==> config.mk <==
export PLATFORM = sky130hd
export DESIGN_NAME = modn_cascade_counter
export DESIGN_NICKNAME = d
export VERILOG_FILES = /design/src/rtl/modn_counter_pkg.sv /design/src/rtl/modn_digit.sv /design/src/rtl/modn_cascade_counter.sv
export SDC_FILE = /design/constraint.sdc
export NUM_CORES = 1
export LEC_CHECK = 0
export ABC_AREA = 1
export BUFFER_PORTS_ARGS = -buffer_cell sky130_fd_sc_hd__buf_2
export CELL_PAD_IN_SITES_DETAIL_PLACEMENT = 0
export CELL_PAD_IN_SITES_GLOBAL_PLACEMENT = 1
export CORE_AREA = 10 10 100 76
export DETAILED_ROUTE_END_ITERATION = 16
export DIE_AREA = 0 0 110 86
export PLACE_DENSITY = 0.82
export SKIP_CTS_REPAIR_TIMING = 1
export SLEW_MARGIN = 25
export SYNTH_ARGS = -nofsm -noshare
export SYNTH_HDL_FRONTEND = slang
export SYNTH_SLANG_ARGS = --single-unit
==> constraint.sdc <==
create_clock -name clk -period 2.3 [get_ports clk]
set_clock_uncertainty 0.1 [all_clocks]
set_input_delay 0.46 -clock clk [delete_from_list [all_inputs] [get_ports clk]]
set_output_delay 0.46 -clock clk [all_outputs]
set_load 0.03 [all_outputs]
==> src/rtl/modn_counter_pkg.sv <==
// Shared definitions for the cascaded modulo-N counter: digit width helper
// and the direction/mode encodings of the up and sat inputs.
package modn_counter_pkg;

    localparam logic DIR_UP    = 1'b1;
    localparam logic DIR_DOWN  = 1'b0;
    localparam logic MODE_WRAP = 1'b0;
    localparam logic MODE_SAT  = 1'b1;

    function automatic int unsigned digit_width(input int unsigned radix);
        return $clog2(radix);
    endfunction

endpackage

==> src/rtl/modn_digit.sv <==
// One modulo-RADIX digit: clamped parallel load, single up/down step, and
// registered limit flags that feed the carry/borrow chain in the parent.
module modn_digit
    import modn_counter_pkg::*;
#(
    parameter int unsigned RADIX = 10,
    parameter int unsigned W     = digit_width(RADIX)
) (
    input  logic         clk,
    input  logic         rst_n,
    input  logic         step,
    input  logic         up,
    input  logic         load,
    input  logic [W-1:0] load_val,
    output logic [W-1:0] value,
    output logic         at_max,
    output logic         at_min
);

    localparam logic [W-1:0] MAX_VAL = W'(RADIX - 1);

    logic [W-1:0] value_d, value_q;
    logic         at_max_d, at_max_q;
    logic         at_min_d, at_min_q;

    // Next digit value; the limit flags are precomputed from it so they are flops.
    always_comb begin
        value_d = value_q;
        if (load) begin
            value_d = (load_val > MAX_VAL) ? MAX_VAL : load_val;
        end else if (step) begin
            if (up == DIR_UP) begin
                value_d = at_max_q ? '0 : value_q + W'(1);
            end else begin
                value_d = at_min_q ? MAX_VAL : value_q - W'(1);
            end
        end
        at_max_d = (value_d == MAX_VAL);
        at_min_d = (value_d == '0);
    end

    always_ff @(negedge clk or negedge rst_n) begin
        if (!rst_n) begin
            value_q  <= '0;
            at_max_q <= (MAX_VAL == '0);
            at_min_q <= 1'b1;
        end else begin
            value_q  <= value_d;
            at_max_q <= at_max_d;
            at_min_q <= at_min_d;
        end
    end

    assign value  = value_q;
    assign at_max = at_max_q;
    assign at_min = at_min_q;

endmodule

==> src/rtl/modn_cascade_counter.sv <==
// Cascaded DIGITS x modulo-RADIX up/down counter with wrap or saturate mode,
// terminal-count pulse and sticky overflow; all state updates on falling clk.
module modn_cascade_counter
    import modn_counter_pkg::*;
#(
    parameter int unsigned DIGITS = 4,
    parameter int unsigned RADIX  = 10,
    localparam int unsigned W     = digit_width(RADIX)
) (
    input  logic                clk,
    input  logic                rst_n,
    input  logic                en,
    input  logic                up,
    input  logic                sat,
    input  logic                load,
    input  logic [DIGITS*W-1:0] load_val,
    input  logic                clr_ovf,
    output logic [DIGITS*W-1:0] q,
    output logic                tc,
    output logic                ovf
);

    logic [DIGITS-1:0] at_max, at_min;
    logic [DIGITS-1:0] carry_c, step_c;
    logic              run_c, limit_c, move_c;
    logic              tc_d, tc_q;
    logic              ovf_d, ovf_q;

    // Carry/borrow chain: digit k steps when every lower digit sits at its limit.
    always_comb begin
        carry_c = '0;
        step_c  = '0;
        run_c   = 1'b1;
        move_c  = en & ~load;
        for (int k = 0; k < int'(DIGITS); k++) begin
            carry_c[k] = run_c;
            run_c      = run_c & ((up == DIR_UP) ? at_max[k] : at_min[k]);
        end
        limit_c = run_c;
        if (move_c && !(limit_c && (sat == MODE_SAT))) begin
            step_c = carry_c;
        end
        tc_d  = move_c & limit_c & (sat == MODE_WRAP);
        ovf_d = (move_c & limit_c) | (ovf_q & ~clr_ovf);
    end

    always_ff @(negedge clk or negedge rst_n) begin
        if (!rst_n) begin
            tc_q  <= 1'b0;
            ovf_q <= 1'b0;
        end else begin
            tc_q  <= tc_d;
            ovf_q <= ovf_d;
        end
    end

    for (genvar g = 0; g < int'(DIGITS); g++) begin : g_digit
        modn_digit #(
            .RADIX (RADIX),
            .W     (W)
        ) u_digit (
            .clk      (clk),
            .rst_n    (rst_n),
            .step     (step_c[g]),
            .up       (up),
            .load     (load),
            .load_val (load_val[g*W +: W]),
            .value    (q[g*W +: W]),
            .at_max   (at_max[g]),
            .at_min   (at_min[g])
        );
    end

    assign tc  = tc_q;
    assign ovf = ovf_q;

endmodule
==> impl_metrics.toml, run 1 <==
[critical_path]
cpMostUsedCell = "nand2_2"
path_max_fanout = 7
critPathLaunchType = "input port"
crit_type = "input port to flip-flop"
crit_chain = "buf_12 -> buf_6 -> nand2_4 -> o21ai_4 -> nor2_8 -> buf_4 -> nand3_4 -> nand4_1 -> nand3_2 -> nand2_2 -> inv_2 -> nand2_2 -> nor2_1"
max_stage_delay_ns = 0.14
critPathSlowestCell = "buf_4"
cp.required_ns = 1.19
critPathArrivalTime_ns = 1.68
end_kind = "flip-flop"

[pwr]
pwr-share-clk = 0.207
switching_share = 0.381
netSwitchingPower_uw = 616
p_leak_uw = 0.00177
combPwrFrac = 0.457
p_per_area_mw_per_mm2 = 488
p_int_uw = 1000
irDropWorstVdd_mv = 0.289
p_seq_frac = 0.336

[flow_run]
drv_cap = 0

[finish]
area_growth_pct = 54.4
diodes = 0
layout-drive-gt1-share = 0.471
nNetsFinal = 444
design_area_sq_mm = 0.00331

[clocking]
clock_path_buffers = 2
numCtsBuffers = 3
cts_sinks = 26
h-tree-depth = 1
clk_pin_slew_ns = 0.07
clock_latency_ns = 0.34
cts_tree = "built"
cts-root-buf = "clkbuf_8"

[placement]
place_congestion = 0.832
placed_area_sq_mm = 0.00284
dp.final_hpwl_mm = 4.64
io_buffers = 40

[floorplanning]
num_io_pins = 41
rows = 23
die-area_sq_mm = 0.00946
die_w_um = 110
coreArea_sq_mm = 0.00561
die_h_um = 86
initial_utilization = 0.382

[routing]
drtAntennaViolNets = 0
vias_per_cell = 4.69
drc_errors = 0
vias = 2284
avgRoutedWirePerCell_um = 12.2
drt-pass1-iter-count = 4
wirelength_mm = 5.94
dr.first_iter.drc_count = 63

[global_route]
grtUsageTotal = 0.118
grt-ovfl-total = 0
grt_pass1_wl_mm = 9.30
first_global_vias = 2094
grt_max_degree = 15
antenna_found_initial = 0

[timing]
tightest_slew_ns = 0.396
drv_slew = 0
max-slew-margin-rel = 0.733
hold_viol = 0
rsz0062_at_grt = "yes"
postLayoutSetupSlackWorst_ns = -0.489
timing.hold.ws_ns = 0.418
finalSetupViolCount = 44

[yosys]
synthCells = 309
synth_area_per_cell_sq_um = 6.94
yosys_warnings = 0
synth-seq-cells = 26
yosys.area.top_type_share = 0.257
synth_area_leaders = "dfrtn_1 (26%), nand2_1 (13%), inv_1 (7.5%), nand3_1 (6.8%), nor2_1 (5.3%)"
synth_nets = 340
synthesis.area_sq_mm = 0.00214
synth_top_cell_by_area = "dfrtn_1"
synth.distinct_cells = 30
synth-seq-area-share = 0.306

[run_status]
status = "finished with violations"
violations = "negative setup slack"

[hold_path]
hold_path_class = "flip-flop to flip-flop"
## cells in the mapped netlist
| master | n |
|---|---|
| nand2_2 | 9 |
| nand3_4 | 3 |
| xor2_1 | 3 |
| xnor2_1 | 2 |
| nand4_1 | 8 |
| nand2_1 | 77 |
| nand3_2 | 4 |
| or2_2 | 2 |
| inv_1 | 43 |
| nor2_1 | 30 |
| a21oi_1 | 13 |
| nand3_1 | 29 |
| clkbuf_1 | 2 |
| a22oi_1 | 2 |
| inv_2 | 9 |
| buf_6 | 1 |
| ha_1 | 8 |
| o21ai_0 | 20 |
| buf_4 | 1 |
| o21a_1 | 1 |
| nand2_4 | 6 |
| nor2_8 | 1 |
| nor2_4 | 2 |
| o211ai_4 | 1 |
| clkinv_2 | 1 |
| o21ai_4 | 1 |
| buf_2 | 3 |
| nor3_2 | 1 |
| dfstp_2 | 4 |
| dfrtn_1 | 22 |
## final timing paths
| kind | startpoint | to | slack [ns] | cells after the start |
|---|---|---|---|---|
| max in group asynchronous | rst_n | g_digit[2].u_digit.value[2] | 0.66 | 2 |
| hold reg to reg | ovf | ovf | 0.42 | 2 |
| setup / recovery | up | g_digit[1].u_digit.at_max | -0.49 | 13 |
| hold / removal | ovf | ovf | 0.42 | 2 |
| min in group asynchronous | rst_n | g_digit[0].u_digit.at_max | 1.01 | 1 |
| setup reg to reg | g_digit[0].u_digit.at_min | g_digit[1].u_digit.at_max | 0.42 | 12 |
## logic make-up (layout without fill, tap and decap cells)
| logic type | count (synthesis) | after routing | share of synthesized area |
|---|---|---|---|
| XOR/XNOR | 5 | 5 | 0.0204 |
| flip-flops | 26 | 26 | 0.306 |
| AO/OA/AOI/OAI | 38 | 38 | 0.105 |
| adder cells (fa/ha/maj) | 8 | 8 | 0.0467 |
| AND/OR/NAND/NOR | 172 | 173 | 0.410 |
| buffers and inverters | 60 | 162 | 0.113 |
## worst max-delay path, delay by kind of cell
family	cells	cell delay (ns)
AO/OA/AOI/OAI	1	0.07
AND/OR/NAND/NOR	8	0.72
buffers and inverters	4	0.43
## final cells by class
cell class	count	area, sq um
fillers	525	2300
multi-input cells	224	1440
repair buffers	102	837
flip-flops and latches	26	656
inverters	52	218
well taps	75	93.8
clock buffers	4	55.1
clock inverters	4	15.0
## power groups by stage
stage	combinational (uW)	clock, uW	sequential (uW)
2_1_floorplan	305	13.5	625
3_3_place_gp	619	13.5	542
3_5_place_dp	621	13.5	542
4_1_cts	624	345	534
5_1_grt	818	365	548
6_report	738	335	542
## per-stage QoR
| step | util | cells | setup WS, ns | TNS, ns | power (uW) |
|---|---|---|---|---|---|
| 3_3_place_gp | 0.507 | 467 | -0.878 | -19.21 | 1170 |
| 5_1_grt | 0.590 | 487 | -0.560 | -16.06 | 1730 |
| 6_report | 0.590 | 487 | -0.489 | -13.97 | 1620 |
| 3_5_place_dp | 0.507 | 467 | -0.905 | -20.19 | 1180 |
| 2_1_floorplan | - | 309 | -0.588 | -11.63 | 944 |
| 4_1_cts | 0.519 | 474 | -0.616 | -17.80 | 1500 |
## sequential cells by signal, indices dropped and copies added, names as in the netlist
signal and cells:
g_digit.u_digit.value 16, g_digit.u_digit.at_min 4, tc 1, ovf 1, g_digit.u_digit.at_max 4
## metal layers
layer | track usage | share of wire
met3 | 0.0321 | 0.056
met2 | 0.177 | 0.46
met1 | 0.167 | 0.49
met5 | 0 | 0
met4 | 0.0142 | 0.0012
## layout by cell type (no fill, tap or decap), types with 6 or more instances in the layout
| cell type | instances |
|---|---|
| nand2_1 | 51 |
| dfrtn_1 | 22 |
| nand2_2 | 31 |
| buf_4 | 55 |
| nor2_1 | 27 |
| ha_1 | 8 |
| o21ai_0 | 18 |
| inv_2 | 10 |
| a21oi_1 | 11 |
| nand3_1 | 21 |
| nand2_4 | 9 |
| nand3_4 | 6 |
| buf_6 | 23 |
| buf_2 | 21 |
| nand3_2 | 10 |
| nand4_1 | 8 |
| inv_1 | 42 |
No activity file was read; power rests on OpenSTA's default activity.
==> inputs of run 2 (changes only) <==
--- a/config.mk
+++ b/config.mk
@@ -7,12 +7,11 @@
 export LEC_CHECK = 0
 export ABC_AREA = 1
 export BUFFER_PORTS_ARGS = -buffer_cell sky130_fd_sc_hd__buf_2
-export CELL_PAD_IN_SITES_DETAIL_PLACEMENT = 0
-export CELL_PAD_IN_SITES_GLOBAL_PLACEMENT = 1
-export CORE_AREA = 10 10 100 76
+export CORE_AREA = 10 10 99 75
 export DETAILED_ROUTE_END_ITERATION = 16
-export DIE_AREA = 0 0 110 86
-export PLACE_DENSITY = 0.82
+export DIE_AREA = 0 0 109 85
+export PLACE_DENSITY = 0.64
+export SETUP_SLACK_MARGIN = 0.2
 export SKIP_CTS_REPAIR_TIMING = 1
 export SLEW_MARGIN = 25
 export SYNTH_ARGS = -nofsm -noshare
==> run 2 against run 1 <==
Net effect:
- sequential power hardly changed
- worst hold slack gained 0.092 ns
- clock power is 10% lower
- clock-buffer cell count is 1 lower
- worst setup slack better by 0.038 ns
- largest cell class unchanged
- sequential cell count unchanged
- design area shrank 0.76%
- highest routed layer unchanged
- the run still ends with negative setup slack left
==> impl_metrics.toml, run 2 (synthesis gave the netlist of run 1 again) <==
[timing]
tightest_slew_ns = 0.335
drv_slew = 0
postLayoutSetupSlackWorst_ns = -0.450
rsz0062_at_grt = "yes"
hold_viol = 0
finalSetupViolCount = 44
tns_ns = -13.24
max-slew-margin-rel = 0.777

[finish]
fillers = 500
area_growth_pct = 53.2
finalCoreUtilization = 0.592
regArea_sq_um = 656
multi_input_area_sq_mm = 0.00141
diodes = 0
layout_common_cells = "buf_4 (58), nand2_1 (50), inv_1 (44)"
layout_commonest_cell = "buf_4"
layout-drive-gt1-share = 0.478
largest_register_ffs = 16
nNetsFinal = 446

[clocking]
clock_latency_ns = 0.34
h-tree-depth = 1
cts-root-buf = "clkbuf_8"
cts_tree = "built"
numCtsBuffers = 3
cts_sinks = 26
clk_pin_slew_ns = 0.06
clock_path_buffers = 2

[global_route]
grt-ovfl-total = 0
antenna_found_initial = 0
first_global_vias = 2089
grt_max_degree = 15
grt_pass1_wl_mm = 9.43
grtUsageTotal = 0.119

[critical_path]
crit_chain = "buf_12 -> inv_12 -> nor2_4 -> inv_2 -> nand2_4 -> buf_6 -> o211ai_4 -> inv_2 -> nand2_1 -> nand2_1 -> a21oi_2 -> inv_1"
rr_startpoint = "g_digit[1].u_digit.value[0]"
crit_type = "input port to flip-flop"
critPathArrivalTime_ns = 1.64
crit_start = "up"
path_max_fanout = 7
end_kind = "flip-flop"
cp.required_ns = 1.19
critPathSlowestCell = "o211ai_4"
max_stage_delay_ns = 0.25
critPathLaunchType = "input port"

[placement]
dp.final_hpwl_mm = 4.67
io_buffers = 40
pre_cts_slack_ns = -0.933
place_congestion = 0.889

[floorplanning]
die-area_sq_mm = 0.00927
coreArea_sq_mm = 0.00555
die_w_um = 109
rows = 23
num_io_pins = 41
initial_utilization = 0.386
die_h_um = 85

[flow_run]
drv_cap = 0

[hold_path]
hold_path_class = "flip-flop to flip-flop"
hp-start = "ovf"

[pwr]
p_leak_uw = 0.00177
p_per_area_mw_per_mm2 = 481
fin_total_pwr_uw = 1580
irDropWorstVdd_mv = 0.260

[routing]
wirelength_mm = 5.95
dr.first_iter.drc_count = 86
vias_per_cell = 4.70
avgRoutedWirePerCell_um = 12.2
drc_errors = 0
drtAntennaViolNets = 0
drt-pass1-iter-count = 4
vias = 2296

[run_status]
status = "finished with violations"
violations = "negative setup slack"
run 2: per-layer routing:
layer	share of wire	wire length, um	GRT usage
met2	0.46	2760	0.184
met3	0.048	284	0.0332
met5	0	0	0
met4	0.0035	21	0.0108
met1	0.49	2890	0.167
run 2: stage by stage:
step	instances	area, sq um	hold WS (ns)
2_1_floorplan	309	2210	0.459
3_3_place_gp	468	2850	0.405
3_5_place_dp	468	2850	0.400
4_1_cts	475	2910	0.405
5_1_grt	489	3290	0.522
6_report	489	3290	0.511
run 2: final cells by class:
type / instances / area share
inverters: 52 / 0.0655
repair buffers: 104 / 0.258
clock buffers: 3 / 0.0126
flip-flops and latches: 26 / 0.200
multi-input cells: 224 / 0.430
clock inverters: 5 / 0.00609
well taps: 75 / 0.0286
run 2: worst max-delay path: cells and delay by family:
kind	cells	cell delay, ns
simple gates	4	0.23
buf+inv	6	0.52
compound gates	2	0.42
run 2: power by group:
group          internal [uW]  total [uW]  switching [uW]
Sequential               509         543            33.4
Clock                    130         300             170
Combinational            331         736             406
Total                    970        1580             609
run 2: path summary, 6_finish.rpt:
kind                                          endpoint  slack [ns]  depth (start not counted)
hold reg to reg                                    ovf        0.51                          3
setup / recovery           g_digit[3].u_digit.value[2]       -0.45                         12
max in group asynchronous                           tc        0.64                          2
setup reg to reg           g_digit[1].u_digit.value[1]        0.42                         11
hold / removal                                     ovf        0.51                          3
min in group asynchronous    g_digit[0].u_digit.at_max        1.00                          1
